**src/rtl/button_conditioner_pkg.sv**
```systemverilog
// Shared definitions for the button front end: per-channel FSM states,
// default timing constants for a 100 MHz clock and a repeat reload helper.
package button_conditioner_pkg;

   typedef enum logic [1:0] {
      IDLE       = 2'd0,
      PRESS_WAIT = 2'd1,
      HELD       = 2'd2,
      REL_WAIT   = 2'd3
   } btn_state_e;

   // 5 ms debounce, 250 ms to first repeat, 50 ms between repeats at 100 MHz
   localparam int unsigned DEF_DEBOUNCE_CYCLES = 500_000;
   localparam int unsigned DEF_REPEAT_DELAY    = 25_000_000;
   localparam int unsigned DEF_REPEAT_PERIOD   = 5_000_000;

   // Hold counter value loaded after each repeat pulse so that the next pulse
   // lands one period later; a period longer than the delay degrades to the delay.
   function automatic int unsigned repeat_reload(input int unsigned delay,
                                                 input int unsigned period);
      return (period >= delay) ? 0 : delay - period;
   endfunction

endpackage

```
**src/rtl/button_conditioner_channel.sv**
```systemverilog
// One button channel: polarity fix, 2-flop synchroniser, debounce FSM,
// registered press/release pulses and optional auto-repeat while held.
module button_conditioner_channel
   import button_conditioner_pkg::*;
#(
   parameter int unsigned DEBOUNCE_CYCLES = DEF_DEBOUNCE_CYCLES,
   parameter int unsigned REPEAT_DELAY    = DEF_REPEAT_DELAY,
   parameter int unsigned REPEAT_PERIOD   = DEF_REPEAT_PERIOD,
   parameter bit          RPT_EN          = 1'b0,
   parameter bit          INV             = 1'b0
) (
   input  logic clk,
   input  logic clr,
   input  logic raw,
   output logic level,
   output logic press,
   output logic rel,
   output logic rpt
);

   localparam int unsigned DW = $clog2(DEBOUNCE_CYCLES + 1);
   localparam int unsigned HW = $clog2(REPEAT_DELAY + 1);

   localparam logic [DW-1:0] DB_ONE      = DW'(1);
   localparam logic [DW-1:0] DB_LAST     = DW'(DEBOUNCE_CYCLES - 1);
   localparam logic [HW-1:0] HOLD_ONE    = HW'(1);
   localparam logic [HW-1:0] HOLD_LAST   = HW'(REPEAT_DELAY - 1);
   localparam logic [HW-1:0] HOLD_RELOAD = HW'(repeat_reload(REPEAT_DELAY, REPEAT_PERIOD));

   logic [1:0]    sync_q;
   logic          s;
   btn_state_e    state;
   logic [DW-1:0] db_cnt;
   logic [HW-1:0] hold_cnt;

   assign s = sync_q[1];

   // Two-flop synchroniser on the polarity-corrected pin; reset loads "not pressed"
   // so a button held through reset is debounced as a fresh press.
   always_ff @(posedge clk) begin
      if (clr) begin
         sync_q <= 2'b00;
      end else begin
         sync_q <= {sync_q[0], raw ^ INV};
      end
   end

   // Debounce FSM with hold/repeat timer; every output is a flop.
   always_ff @(posedge clk) begin
      if (clr) begin
         state    <= IDLE;
         db_cnt   <= '0;
         hold_cnt <= '0;
         level    <= 1'b0;
         press    <= 1'b0;
         rel      <= 1'b0;
         rpt      <= 1'b0;
      end else begin
         // NOTE: non-blocking throughout; pulses default low here and are raised
         // by at most one branch below, so each lasts exactly one cycle.
         press <= 1'b0;
         rel   <= 1'b0;
         rpt   <= 1'b0;
         case (state)
            IDLE: begin
               if (s) begin
                  state  <= PRESS_WAIT;
                  db_cnt <= DB_ONE;
               end
            end
            PRESS_WAIT: begin
               if (!s) begin
                  state  <= IDLE;
                  db_cnt <= '0;
               end else if (db_cnt == DB_LAST) begin
                  state    <= HELD;
                  db_cnt   <= '0;
                  hold_cnt <= '0;
                  press    <= 1'b1;
                  level    <= 1'b1;
               end else begin
                  db_cnt <= db_cnt + DB_ONE;
               end
            end
            HELD: begin
               if (!s) begin
                  state  <= REL_WAIT;
                  db_cnt <= DB_ONE;
               end else if (RPT_EN) begin
                  if (hold_cnt == HOLD_LAST) begin
                     rpt      <= 1'b1;
                     hold_cnt <= HOLD_RELOAD;
                  end else begin
                     hold_cnt <= hold_cnt + HOLD_ONE;
                  end
               end
            end
            REL_WAIT: begin
               // hold_cnt is left untouched so a release bounce resumes the cadence
               if (s) begin
                  state  <= HELD;
                  db_cnt <= '0;
               end else if (db_cnt == DB_LAST) begin
                  state  <= IDLE;
                  db_cnt <= '0;
                  rel    <= 1'b1;
                  level  <= 1'b0;
               end else begin
                  db_cnt <= db_cnt + DB_ONE;
               end
            end
            default: begin
               state  <= IDLE;
               db_cnt <= '0;
            end
         endcase
      end
   end

endmodule

```
**src/rtl/button_conditioner.sv**
```systemverilog
// N-channel button front end: one independent conditioning channel per pin
// plus a combined "any button pressed" pulse.
module button_conditioner
   import button_conditioner_pkg::*;
#(
   parameter int unsigned         NUM_BTNS        = 3,
   parameter int unsigned         DEBOUNCE_CYCLES = DEF_DEBOUNCE_CYCLES,
   parameter int unsigned         REPEAT_DELAY    = DEF_REPEAT_DELAY,
   parameter int unsigned         REPEAT_PERIOD   = DEF_REPEAT_PERIOD,
   parameter logic [NUM_BTNS-1:0] REPEAT_MASK     = NUM_BTNS'(3'b001),
   parameter logic [NUM_BTNS-1:0] INVERT_MASK     = '0
) (
   input  logic                clk,
   input  logic                clr,
   input  logic [NUM_BTNS-1:0] btn_raw,
   output logic [NUM_BTNS-1:0] btn_level,
   output logic [NUM_BTNS-1:0] btn_press,
   output logic [NUM_BTNS-1:0] btn_rel,
   output logic [NUM_BTNS-1:0] btn_rpt,
   output logic                any_press
);

   for (genvar i = 0; i < NUM_BTNS; i++) begin : g_chan
      button_conditioner_channel #(
         .DEBOUNCE_CYCLES (DEBOUNCE_CYCLES),
         .REPEAT_DELAY    (REPEAT_DELAY),
         .REPEAT_PERIOD   (REPEAT_PERIOD),
         .RPT_EN          (REPEAT_MASK[i]),
         .INV             (INVERT_MASK[i])
      ) u_chan (
         .clk   (clk),
         .clr   (clr),
         .raw   (btn_raw[i]),
         .level (btn_level[i]),
         .press (btn_press[i]),
         .rel   (btn_rel[i]),
         .rpt   (btn_rpt[i])
      );
   end

   // btn_press is already registered, so this adds no path from the pins
   assign any_press = |btn_press;

endmodule

```
**config.mk**
```make
export PLATFORM = sky130hd
export DESIGN_NAME = button_conditioner
export DESIGN_NICKNAME = d
export VERILOG_FILES = /design/src/rtl/button_conditioner_pkg.sv /design/src/rtl/button_conditioner_channel.sv /design/src/rtl/button_conditioner.sv
export SDC_FILE = /design/constraint.sdc
export NUM_CORES = 1
export LEC_CHECK = 0
export ABC_AREA = 1
export CAP_MARGIN = 10
export CORE_MARGIN = 2
export CORE_UTILIZATION = 35
export DETAILED_ROUTE_END_ITERATION = 16
export PLACE_DENSITY = 0.58
export RECOVER_POWER = 100
export SLEW_MARGIN = 40
export SYNTH_ARGS = -nofsm -noshare
export SYNTH_HDL_FRONTEND = slang
export SYNTH_HIERARCHICAL = 1
export SYNTH_SLANG_ARGS = --single-unit
```
**constraint.sdc**
```tcl
create_clock -name clk -period 1.6 [get_ports clk]
set_clock_uncertainty 0.05 [all_clocks]
set_input_delay 0.16 -clock clk [delete_from_list [all_inputs] [get_ports clk]]
set_output_delay 0.16 -clock clk [all_outputs]
set_load 0.05 [all_outputs]
```
### After elaboration in Yosys (flattened, before gate mapping)

Index checks and enable logic that the tools add are counted.

* logic and storage cells: 160
* register bits after elaboration: 104
* input bits: 5
* output and inout bits: 13

* add/sub/neg operators: 4
* mux-type cells: 63
* reduce and logical (&&, ||, !) cells: 25
* equal/unequal tests: 38
* bitwise logic cells: 10

Operators with widths (number)
* 19-bit two-way mux: 15
* 19-bit case mux with 4 select lines: 3
* 25-bit two-way mux: 4
* 19-bit by 1-bit adder with 19-bit output (second input constant): 3
* 19-bit equality test (second input constant): 3
* 25-bit case mux with 2 select lines: 1
* 2-bit two-way mux: 18
* 2-bit by 1-bit inequality test with 1-bit output (second input constant): 13
* 25-bit by 1-bit adder with 25-bit output (second input constant): 1
* 25-bit equality test (second input constant): 1
* 2-bit case mux with 4 select lines: 3
* 3-bit OR reduction: 8
* 1-bit two-way mux: 16
* 4-bit AND reduction: 4
* 5-bit AND reduction: 3
* 2-bit equality test (second input constant): 6
* 2-bit inequality test (second input constant): 6
* 1-bit inverter: 10
* 3-bit by 1-bit inequality test with 1-bit output (second input constant): 3
* 3-bit inequality test (second input constant): 3
* 2-bit nonzero test: 4
* 2-bit by 1-bit equality test with 1-bit output (second input constant): 3
* 2-bit zero test: 3
* 1-bit case mux with 2 select lines: 3
* 2-bit AND reduction: 3

### Depth between registers and ports, before layout

Gate-level depths: netlist of run 1.

* depth after elaboration: 4
* depth in mapped cells: 12
* depth with buffers taken out: 12

### Hierarchy

Netlist of run 1, hierarchy kept.

Modules (own cells, without submodules)
* button_conditioner_channel (g_chan[0].u_chan): cells each 503, area each 3294.4 µm², times used 1, sequential area each 1041.0 µm²
* button_conditioner_channel (g_chan[2].u_chan): cells each 240, area each 1597.8 µm², times used 1, sequential area each 520.5 µm²
* button_conditioner_channel (g_chan[1].u_chan): cells each 248, area each 1582.8 µm², times used 1, sequential area each 520.5 µm²
* button_conditioner: cells each 3, area each 11.3 µm², times used 1, sequential area each 0.0 µm²

### Worst setup path before layout of run 1

Ideal clock, no wire load.

* path kind: reg2reg
* start point: register g_chan[0].u_chan.db_cnt[0]
* end point: register g_chan[0].u_chan.db_cnt[11]
* cell stages (with the launch flop): 12
* path slack: 0.045 ns
* data arrival time: 1.372 ns
* data required time: 1.418 ns
* clock period less this slack: 1.555 ns
* setup time: 0.132 ns
* buffers on the path: 1
* path through: dfxtp_1 > ha_1 > nand2_2 > inv_2 > nand3_4 > nor2_4 > nand2_2 > nand2_4 > inv_4 > buf_12 > nand3_1 > a21oi_1

* longest elaborated chain between the ends: 4
* elaborated cells on any way between the ends: 6
* classes of those cells: 1 x add/sub; 1 x eq/ne; 4 x mux

RTL lines
* start: declaration: RTL line button_conditioner_channel.sv:33 `logic [DW-1:0] db_cnt;`
* start signal: assignment: RTL line button_conditioner_channel.sv:82 `db_cnt <= db_cnt + DB_ONE;`
* start signal: assignment: RTL line button_conditioner_channel.sv:109 `db_cnt <= db_cnt + DB_ONE;`
* 19-bit by 1-bit adder with 19-bit output or 19-bit equality test (tied branches)
* 19-bit two-way mux (*): RTL line button_conditioner_channel.sv:75, button_conditioner_channel.sv:103
* 19-bit two-way mux, on equally long branches: RTL line button_conditioner_channel.sv:100, button_conditioner_channel.sv:72
* 19-bit case mux with 4 select lines (*): RTL line button_conditioner_channel.sv:64 `case (state)`

Mark *: on every way between the ends. The rest lies on a longest branch, timed or not.
A chain may end at the register's enable or synchronous reset.

### Worst setup path in the final report of run 1

* start point: register g_chan[0].u_chan.hold_cnt[1]
* end point: register g_chan[0].u_chan.hold_cnt[18]

* longest elaborated chain between the ends: 4
* elaborated cells on any way between the ends: 5
* classes of those cells: 1 x add/sub; 1 x eq/ne; 3 x mux

RTL lines
* start: declaration: RTL line button_conditioner_channel.sv:34 `logic [HW-1:0] hold_cnt;`
* start signal: assignment: RTL line button_conditioner_channel.sv:94 `hold_cnt <= hold_cnt + HOLD_ONE;`
* 25-bit by 1-bit adder with 25-bit output or 25-bit equality test (tied branches): RTL line button_conditioner_channel.sv:94, button_conditioner_channel.sv:90
* 25-bit two-way mux (*): RTL line button_conditioner_channel.sv:90 `if (hold_cnt == HOLD_LAST) begin`
* 25-bit two-way mux (*): RTL line button_conditioner_channel.sv:86 `if (!s) begin`
* 25-bit case mux with 2 select lines (*): RTL line button_conditioner_channel.sv:64

Mark *: on every way between the ends. The rest lies on a longest branch, timed or not. The select of a mux whose other input is x is not followed.

==> impl_results.md, run 1 <==
- Hold depth: 2
- TritonRoute pass-1 iters: 7
- DRC errors left: 0
- Area of the multi-input gates: 0.00405 sq mm
- R2R Path End: g_chan[0].u_chan/hold_cnt[18]
- Status: complete, no violations
- Clk slew on worst S/H paths: 80 ps
- Final core occ: 44.2%
- DR vias/cell: 4.77
- Worst skew pair latency: 370 ps
- Antenna violations before repair: 0
- Core area: 0.0181 sq mm
- Worst Reg-to-Reg Cells: 8
- Critical path endpoint category: register
- Final min period: 1550 ps
- Total routed wirelength: 16500 um
- Worst-case clock buffer depth: 2
- Crit. Startpoint: g_chan[0].u_chan/hold_cnt[1]
- Hold WC Path Type: in2reg
- Final instance area: 0.00799 sq mm
- Cell row count: 49
- First-pass GRT wire length: 27700 um
- N_diodes: 0
- Setup violations, final: 0
- Root buf cell: clkbuf_16
- FF+latch count, synth: 104
- CTS tree: yes
- Die X-Extent: 140 um
- Register Area: 0.00211 sq mm
- Fin nets: 1092
- Fillers: 1881
- Static Leak: 2.93 nW
- Worst EP arrival: 1800 ps
- Layout cell share with drive strength beyond 1: 24.6%
- Required @ worst endpoint: 1850 ps
- PortBufs: 15
- H-tree depth: 3
- Setup crit end: g_chan[0].u_chan/hold_cnt[18]
- Critical path class: reg2reg
- Reg2reg setup slack: 50 ps
- Post-synth cell types: 45
- DP Wirelength: 12000 um
- Tot Pwr: 5.28 mW
- Post-route ant nets: 0
- Reg2reg start: g_chan[0].u_chan/hold_cnt[1]
- Worst slack, placed: -40.3 ps
- Io pins: 18
- Post-Syn Nets: 1003
- Worst Setup Start Kind: register
- Post-synthesis sequential area ratio: 32.1%
- Max frequency: 0.643 GHz
- Most common cell after layout, fill and taps aside: nand2_1
- Number of global-route vias before repair: 5841
- GPL Wtd Cong: 0.876
- Maximum VDD drop: 0.459 mV
- Starting Density: 35.9%
- Initial DRC Count: 348
- Total CTS buffers: 9
- CTS sink cnt: 104
- Crit Path Max Fanout: 3
- Ys Warns: 6
- Worst slew margin: 36.5%
- Area growth syn-to-layout: 23.2%
- Cell area after synthesis: 0.00649 sq mm
- Global Route Usage Sum: 17.1%
- Max Cap Violations: 0
- Sum of negative setup slack: 0 ps
- Setup WS post-layout: 45.7 ps
- Fin. max-slew vios: 0
- PwrDens: 660 mW/mm^2
- Final Hold Viols: 0
- Tcrit/Tclk final: 97.1%
- Routed wire per std cell: 12.6 um
- Synth area leaders: dfxtp_1 32%, nand2_1 16%, nor2_1 7.4%, inv_1 6.7%, nand3_1 5.8%
- Synth Instances: 994
- RSZ-0062 raised after global routing: true
- Share of the synthesized area in the top cell type: 32.1%
- Hold buffers post-CTS: 0
- Synth area leader: dfxtp_1
- Die ar.: 0.0196 sq mm
- Vias post-DR: 6285
- Mean Syn Cell Area: 6.53 sq um
- Placed Area: 0.00729 sq mm
- Worst-Margin Slew: 953 ps
- Total grt overflow: 0
- Die height: 140 um
- Most frequent cells in the layout: 271 x nand2_1, 114 x nor2_1, 114 x inv_1
- Largest net degree at the start of global routing: 25
==> cell families (layout without fill, tap and decap cells) <==
family	after synthesis	after routing	synth area share, %
buffers and inverters	153	243	10.3
XOR/XNOR	7	7	0.945
flip-flops	104	104	32.1
adder cells (fa/ha/maj)	4	4	0.772
AO/OA/AOI/OAI	129	129	11.7
AND/OR/NAND/NOR	595	599	44.0
other	2	2	0.116
==> Yosys cell counts <==
cell and n:
nand2_4 1, nor2_8 2, o21ai_0 35, buf_6 3, dfxtp_1 104, nand2_1 276, nand2_2 14, inv_2 14
o21a_1 1, xor2_1 6, nand3_4 2, nand3_1 75, inv_1 116, nand3_2 26, conb_1 2, clkbuf_1 6
o22ai_1 1, nor2_2 15, nand4_1 19, o21ai_2 11, buf_12 2, o21bai_1 10, buf_4 6, a221oi_1 1
nor3_1 11, clkinv_1 1, or2_0 2, nand4_4 1, nand3b_1 3, o211ai_1 2, nor3_2 3, o211ai_2 1
ha_1 4, a21oi_2 6, xnor2_1 1, and3_1 1, a21oi_1 52, o21bai_2 1, buf_2 3, or2_2 2
nor2_4 14, nor2_1 128, inv_4 1, clkbuf_8 1, o21ai_1 8
==> metrics by stage <==
stage | cells | hold slack, ps
6_report | 1317 | 164
5_1_grt | 1317 | 172
4_1_cts | 1306 | 116
3_5_place_dp | 1290 | 352
3_3_place_gp | 1290 | 349
2_1_floorplan | 994 | 217
==> routing by layer <==
layer	track usage [%]	wire [um]	vias up
li1	-	-	3352
met1	22.7	8080	2841
met2	28.4	7760	80
met3	3.56	532	12
met4	4.52	162	0
met5	0	0	-
==> registers in the layout, indices dropped and copies added (netlist names), named ones only <==
| name | cells |
|---|---|
| g_chan.u_chan/level | 3 |
| g_chan.u_chan/hold_cnt | 25 |
| g_chan.u_chan/rel | 3 |
| g_chan.u_chan/press | 3 |
| g_chan.u_chan/state | 3 |
| g_chan.u_chan/sync_q | 6 |
| g_chan.u_chan/db_cnt | 57 |
| g_chan.u_chan/rpt | 1 |
==> worst min-delay path by stage <==
stage,startpoint,endpoint
after global routing,clr,g_chan[0].u_chan/hold_cnt[18]
final,clr,g_chan[0].u_chan/level
after detailed placement,g_chan[2].u_chan/sync_q[0],g_chan[2].u_chan/sync_q[1]
after global placement,g_chan[2].u_chan/sync_q[0],g_chan[2].u_chan/sync_q[1]
after floorplan,btn_raw[0],g_chan[0].u_chan/sync_q[0]
after CTS,clr,g_chan[0].u_chan/level
==> worst max-delay path, stage by stage, from the launching register on <==
cell	delay [ps]
dfxtp_4	370
ha_1	160
nand2_2	100
nor2_4	150
buf_4	140
nand3_1	120
o21bai_1	160
nand3_1	90
a21oi_1	150
==> repair_timing <==
action,4_1_cts,5_1_grt
resized for setup,4,86
setup buffers,0,6
gates cloned,0,5
setup endpoints to repair,15,79
pin swaps,0,16
==> power breakdown <==
part	leakage [nW]	internal, mW	switching (mW)
sequential	0.849	2.60	0.0162
combinational	1.93	0.0614	0.156
clock	0.149	1.38	1.06
total	2.93	4.04	1.23
==> layout make-up <==
class	instances	share of cell area, %
clock inverters	6	1.16
flip-flops and latches	104	26.4
well taps	229	3.58
multi-input cells	741	50.6
clock buffers	10	2.86
repair inverters	1	0.110
repair buffers	94	8.86
inverters	132	6.35
(Power assumes the default switching activity.)
==> run 2: changes to the inputs <==
Settings changed: CTS_BUF_LIST from default to sky130_fd_sc_hd__clkbuf_4 sky130_fd_sc_hd__clkbuf_8.
==> run 2 against run 1 <==
  * Wire length down 0.65%
  * Utilization down 0.68 points
  * Die area unchanged
  * Total power down 11%
  * First-iteration DRC count down 4.0%
  * Cell area down 1.5%
  * Hold slack worse by 29 ps
  * Maximum frequency up 0.34%
  * Combinational power about the same
  * Worst setup slack better by 5.3 ps
  * Clock power down 23%
  * Global-route usage down 0.10 points
==> impl_results.md, run 2 (same netlist as run 1, synthesis figures left out) <==
- N_diodes: 0 (unchanged)
- Status: complete, no violations (unchanged)
- Final min period: 1550 ps (about the same)
- Required @ worst endpoint: 1790 ps (was 1850 ps)
- RSZ-0062 raised after global routing: true (unchanged)
- Die X-Extent: 140 um (unchanged)
- Worst-Margin Slew: 919 ps (was 953 ps)
- Layout cell share with drive strength beyond 1: 25.3% (was 24.6%)
- Fin nets: 1092 (unchanged)
- Crit Path Max Fanout: 5 (was 3)
- Most frequent cells in the layout: 273 x nand2_1, 116 x inv_1, 113 x nor2_1 (was 271 x nand2_1, 114 x nor2_1, 114 x inv_1)
- Worst skew pair latency: 390 ps (was 370 ps)
- Critical path class: reg2reg (unchanged)
- PwrDens: 599 mW/mm^2 (was 660 mW/mm^2)
- Antenna violations before repair: 0 (unchanged)
- Max frequency: 0.646 GHz (was 0.643 GHz)
- H-tree depth: 3 (unchanged)
- Clk slew on worst S/H paths: 110 ps (was 80 ps)
- Cell row count: 49 (unchanged)
- Static Leak: 2.85 nW (was 2.93 nW)
- CTS tree: yes (unchanged)
- Dpl cells: 1290 (unchanged)
- Maximum VDD drop: 0.428 mV (was 0.459 mV)
- DP Wirelength: 12000 um (unchanged)
- Root buf cell: clkbuf_8 (was clkbuf_16)
- Most flops, register: g_chan.u_chan/db_cnt (unchanged)
- Tcrit/Tclk final: 96.8% (was 97.1%)
- Worst Reg-to-Reg Cells: 9 (was 8)
- Total routed wirelength: 16400 um (was 16500 um)
- DRC errors left: 0 (unchanged)
- Die ar.: 0.0196 sq mm (unchanged)
- Starting Density: 35.9% (unchanged)
- TritonRoute pass-1 iters: 7 (unchanged)
- GPL Wtd Cong: 0.876 (unchanged)
- Layout Cells excl Fill: 1317 (unchanged)
- Vias post-DR: 6280 (was 6285)
- Fin. max-slew vios: 0 (unchanged)
- Worst slew margin: 38.7% (was 36.5%)
- PortBufs: 15 (unchanged)
- Worst-case clock buffer depth: 2 (unchanged)
- Hold buffers post-CTS: 0 (unchanged)
- Io pins: 18 (unchanged)
- Tot Pwr: 4.72 mW (was 5.28 mW)
- Most common cell after layout, fill and taps aside: nand2_1 (unchanged)
- Sum of negative setup slack: 0 ps (unchanged)
- Initial DRC Count: 334 (was 348)
- First-pass GRT wire length: 27700 um (about the same)
- CTS sink cnt: 104 (unchanged)
- Max Cap Violations: 0 (unchanged)
- Final core occ: 43.5% (was 44.2%)
- Routed wire per std cell: 12.5 um (was 12.6 um)
- Top flop regs: g_chan.u_chan/db_cnt x57, g_chan.u_chan/hold_cnt x25, g_chan.u_chan/sync_q x6 (unchanged)
- Post-route ant nets: 0 (unchanged)
- Largest net degree at the start of global routing: 25 (unchanged)
- Area growth syn-to-layout: 21.4% (was 23.2%)
- Global Route Usage Sum: 17.0% (was 17.1%)
- Total grt overflow: 0 (unchanged)
- Setup violations, final: 0 (unchanged)
- Worst Setup Start Kind: register (unchanged)
- Worst EP arrival: 1740 ps (was 1800 ps)
- Final Hold Viols: 0 (unchanged)
- Core area: 0.0181 sq mm (unchanged)
- Total CTS buffers: 9 (unchanged)
- Number of global-route vias before repair: 5854 (was 5841)
- Die height: 140 um (unchanged)
- Hold depth: 2 (unchanged)
- DR vias/cell: 4.77 (about the same)
- Hold WC Path Type: in2reg (unchanged)
- Max reg flops: 57 (unchanged)
- Hold slack: 134 ps (was 164 ps)
- Critical path endpoint category: register (unchanged)
## run 2: changes by cell type in the layout (fill, tap and decap cells not counted), sizes merged
cell / previous run / this run
buf: 78 / 79
clkbuf: 23 / 24
clkinv: 3 / 2
nand2: 292 / 291
## run 2: critical path: stages, from the launching register on
cell and delay, ps:
dfxtp_2 370, ha_4 150, nand2_4 70, nor2_4 120, nand3_2 90, nor2_2 180, buf_12 160, nor2_4 60
nor2_2 100, nor3_1 50
## run 2: final timing paths
path / from / end / slack, ps
worst min register to register: g_chan[2].u_chan/sync_q[0] / g_chan[2].u_chan/sync_q[1] / 360
worst max register to register: g_chan[2].u_chan/db_cnt[0] / g_chan[2].u_chan/state[0] / 50
worst max-delay path: g_chan[2].u_chan/db_cnt[0] / g_chan[2].u_chan/state[0] / 50
worst min-delay path: clr / g_chan[0].u_chan/level / 130
## run 2: timing repair
| item | CTS | global route |
|---|---|---|
| gates resized for setup | 5 | 85 |
| pin swaps | 0 | 22 |
| gates cloned | 0 | 3 |
| endpoints found under the setup margin | 18 | 81 |
| buffers inserted | 0 | 8 |
## run 2: metal layers
metal,track usage (%),vias to the layer above,routed length [um]
met5,0,-,0
met3,3.15,14,434
met2,28.4,79,7700
met4,4.63,0,224
met1,22.6,2843,8060
li1,-,3344,-
## run 2: final cells by class
type / count / area [sq um]
Clock buffer: 10 / 131
Clock inverter: 6 / 92.6
Fill cell: 1890 / 10200
Inverter: 132 / 500
Multi-Input combinational cell: 740 / 4010
Sequential cell: 104 / 2120
Tap cell: 229 / 287
Timing Repair Buffer: 96 / 731
## run 2: power breakdown
part           internal (mW)  switching, mW  total, mW
logic                 0.0620          0.154      0.216
clock network          0.907          0.974       1.88
registers               2.60         0.0164       2.62
## run 2: stage by stage
stage	cell area, sq um	setup WS (ps)
3_3_place_gp	7290	-6.43
3_5_place_dp	7290	-40.3
4_1_cts	7540	-33.7
6_report	7870	51.0
5_1_grt	7870	-55.5
2_1_floorplan	6490	45.4
==> run 3: changes to the inputs <==
Settings changed: GPL_TIMING_DRIVEN from default to 0.
==> run 3 against run 2 <==
  * Non-clock buffer count fell by 22
  * Critical path depth increased by 2
  * Via count down 0.24%
  * The flow now finishes with violations (design-rule violations)
  * Wire length up 1.3%
  * Clock power about the same
  * Register-to-register slack worse by 50 ps
  * Clock-buffer cell count is the same
  * Final cell count decreased by 1.7%
  * Critical endpoint is now g_chan[0].u_chan/db_cnt[15]
==> impl_results.md, run 3 (same netlist as run 1, synthesis figures left out) <==
- Fin. max-slew vios: 0 (unchanged)
- Most frequent cells in the layout: 269 x nand2_1, 115 x inv_1, 114 x nor2_1 (was 273 x nand2_1, 116 x inv_1, 113 x nor2_1)
- Die ar.: 0.0196 sq mm (unchanged)
- Vias post-DR: 6265 (was 6280)
- Cell Chain, Critical Path: ha_4 > nand2_2 > inv_2 > nand3_4 > nor2_4 > nand2_2 > nand2_4 > inv_8 > clkbuf_16 > o21ai_2 > a21oi_2 (was ha_4 > nand2_4 > nor2_4 > nand3_2 > nor2_2 > buf_12 > nor2_4 > nor2_2 > nor3_1)
- Crit Path Max Fanout: 6 (was 5)
- Max Cap Violations: 0 (unchanged)
- Min-delay src: btn_raw[2] (was clr)
- H-tree depth: 3 (unchanged)
- Most common cell after layout, fill and taps aside: nand2_1 (unchanged)
- Final Hold Viols: 0 (unchanged)
- CTS tree: yes (unchanged)
- Total grt overflow: 0 (unchanged)
- Maximum VDD drop: 0.333 mV (was 0.428 mV)
- Critical path endpoint category: register (unchanged)
- TritonRoute pass-1 iters: 11 (was 7)
- DR vias/cell: 4.84 (was 4.77)
- CTS sink cnt: 104 (unchanged)
- Area growth syn-to-layout: 21.6% (was 21.4%)
- Tcrit/Tclk final: 99.7% (was 96.8%)
- Number of global-route vias before repair: 5501 (was 5854)
- Reg2reg start: g_chan[0].u_chan/db_cnt[0] (was g_chan[2].u_chan/db_cnt[0])
- Core area: 0.0181 sq mm (unchanged)
- Io pins: 18 (unchanged)
- Clock power frac: 39.8% (was 39.9%)
- Slowest-stage cell, CP: dfxtp_4 (was dfxtp_2)
- Layout cell share with drive strength beyond 1: 25.2% (was 25.3%)
- Hold depth: 3 (was 2)
- Setup WS post-layout: 4.16 ps (was 51.0 ps)
- RSZ-0062 raised after global routing: true (unchanged)
- Global Route Usage Sum: 16.7% (was 17.0%)
- Die X-Extent: 140 um (unchanged)
- Worst Setup Start Kind: register (unchanged)
- Worst slew margin: 54.1% (was 38.7%)
- Setup violations, final: 0 (unchanged)
- Cell row count: 49 (unchanged)
- Top flop regs: g_chan.u_chan/db_cnt x57, g_chan.u_chan/hold_cnt x25, g_chan.u_chan/sync_q x6 (unchanged)
- Total routed wirelength: 16600 um (was 16400 um)
- Total CTS buffers: 9 (unchanged)
- DRC errors left: 3 (was 0)
- Hold WC Path Type: in2reg (unchanged)
- PortBufs: 15 (unchanged)
- Worst skew pair latency: 400 ps (was 390 ps)
- Status: complete, but fails checks (was complete, no violations)
- Violated checks: design-rule violations
- Clk slew on worst S/H paths: 100 ps (was 110 ps)
- Comb pwr share: 5.0% (was 4.6%)
- Hold slack: 223 ps (was 134 ps)
- Worst EP arrival: 1840 ps (was 1740 ps)
- Routed wire per std cell: 12.9 um (was 12.5 um)
- Max frequency: 0.627 GHz (was 0.646 GHz)
- Fin nets: 1069 (was 1092)
- Starting Density: 35.9% (unchanged)
- Reg2reg setup slack: 4 ps (was 50 ps)
- R2R Path End: g_chan[0].u_chan/db_cnt[15] (was g_chan[2].u_chan/state[0])
- Antenna violations before repair: 0 (unchanged)
- First-pass GRT wire length: 27000 um (was 27700 um)
- DP Wirelength: 11600 um (was 12000 um)
- PwrDens: 601 mW/mm^2 (was 599 mW/mm^2)
- Int Power: 3.59 mW (was 3.57 mW)
- Worst-Margin Slew: 689 ps (was 919 ps)
- Switch share: 24.2% (was 24.3%)
- Sequential power share: 55.2% (was 55.5%)
- Most used cell, CP: nand2_2
- N_diodes: 0 (unchanged)
- Worst-case clock buffer depth: 2 (unchanged)
- Root buf cell: clkbuf_8 (unchanged)
- NetSw: 1.15 mW (was 1.14 mW)
- Post-route ant nets: 0 (unchanged)
- Required @ worst endpoint: 1850 ps (was 1790 ps)
- GPL Wtd Cong: 0.899 (was 0.876)
- Hold buffers post-CTS: 0 (unchanged)
- Final min period: 1600 ps (was 1550 ps)
- Die height: 140 um (unchanged)
- Initial DRC Count: 371 (was 334)
- Largest net degree at the start of global routing: 17 (was 25)
- Worst Reg-to-Reg Cells: 11 (was 9)
- Worst slack, placed: -800 ps (was -40.3 ps)
- Most flops, register: g_chan.u_chan/db_cnt (unchanged)
- Static Leak: 2.87 nW (was 2.85 nW)
- Max reg flops: 57 (unchanged)
- Worst hold endpoint: g_chan[2].u_chan/sync_q[0] (was g_chan[0].u_chan/level)
- Critical path class: reg2reg (unchanged)
- CP max stage delay: 390 ps (was 370 ps)
- Final core occ: 43.6% (was 43.5%)
-- run 3: cell count changes in the layout (fill, tap and decap cells not counted), sizes merged, moves of 2 or more --
cell / change
buf: -30
nor2: -2
clkinv: +2
dlygate4sd2: +8
-- run 3: layer usage --
layer / GRT usage, % / vias up / wire (um)
met2: 26.8 / 70 / 7720
met5: 0 / - / 0
met3: 3.83 / 18 / 529
li1: - / 3299 / -
met4: 5.00 / 0 / 229
met1: 22.4 / 2878 / 8160
-- run 3: how the worst max path moves through the flow --
stage / start / to / slack, ps
2_1_floorplan: g_chan[0].u_chan/db_cnt[0] / g_chan[0].u_chan/db_cnt[11] / 50
3_3_place_gp: clr / g_chan[2].u_chan/level / -800
3_5_place_dp: clr / g_chan[2].u_chan/level / -800
4_1_cts: g_chan[1].u_chan/press / any_press / -160
5_1_grt: g_chan[1].u_chan/db_cnt[0] / g_chan[1].u_chan/db_cnt[12] / -60
6_report: g_chan[0].u_chan/db_cnt[0] / g_chan[0].u_chan/db_cnt[15] / 4
-- run 3: cell type report --
| class | count | area [sq um] |
|---|---|---|
| Buffer | 19 | 179 |
| Clock buffer | 10 | 138 |
| Clock inverter | 6 | 82.6 |
| Fill cell | 1877 | 10200 |
| Inverter | 132 | 504 |
| Multi-Input combinational cell | 739 | 4080 |
| Sequential cell | 104 | 2130 |
| Tap cell | 229 | 287 |
| Timing Repair Buffer | 55 | 484 |
-- run 3: power groups by stage --
stage,combinational (mW),clock (mW),sequential (mW)
global placement,0.201,0,2.68
finish,0.237,1.89,2.61
floorplan,0.134,0,2.68
global route,0.262,2.08,2.62
detailed placement,0.200,0,2.68
CTS,0.218,1.98,2.62
-- run 3: per-stage QoR --
step | total power, mW | cell area, sq um | setup TNS, ps | cells
after floorplan | 2.81 | 6490 | 0 | 994
after global placement | 2.88 | 6920 | -34110 | 1238
after detailed placement | 2.88 | 6920 | -34810 | 1238
after CTS | 4.82 | 7330 | -157 | 1267
after global routing | 4.96 | 7890 | -1310 | 1294
final | 4.74 | 7890 | 0 | 1294
-- run 3: timing repair --
action	CTS	global route
gates cloned	0	5
setup buffers	13	24
pin swaps	7	23
setup endpoints to repair	107	78
gates resized for setup	44	99
-- run 3: worst max-delay path: cells and delay by family, from the launching register on --
family                   cells  cell delay (ps)
AO/OA/AOI/OAI                2              120
AND/OR/NAND/NOR              5              500
buffers and inverters        3              290
flip-flops                   1              390
adder cells (fa/ha/maj)      1              140
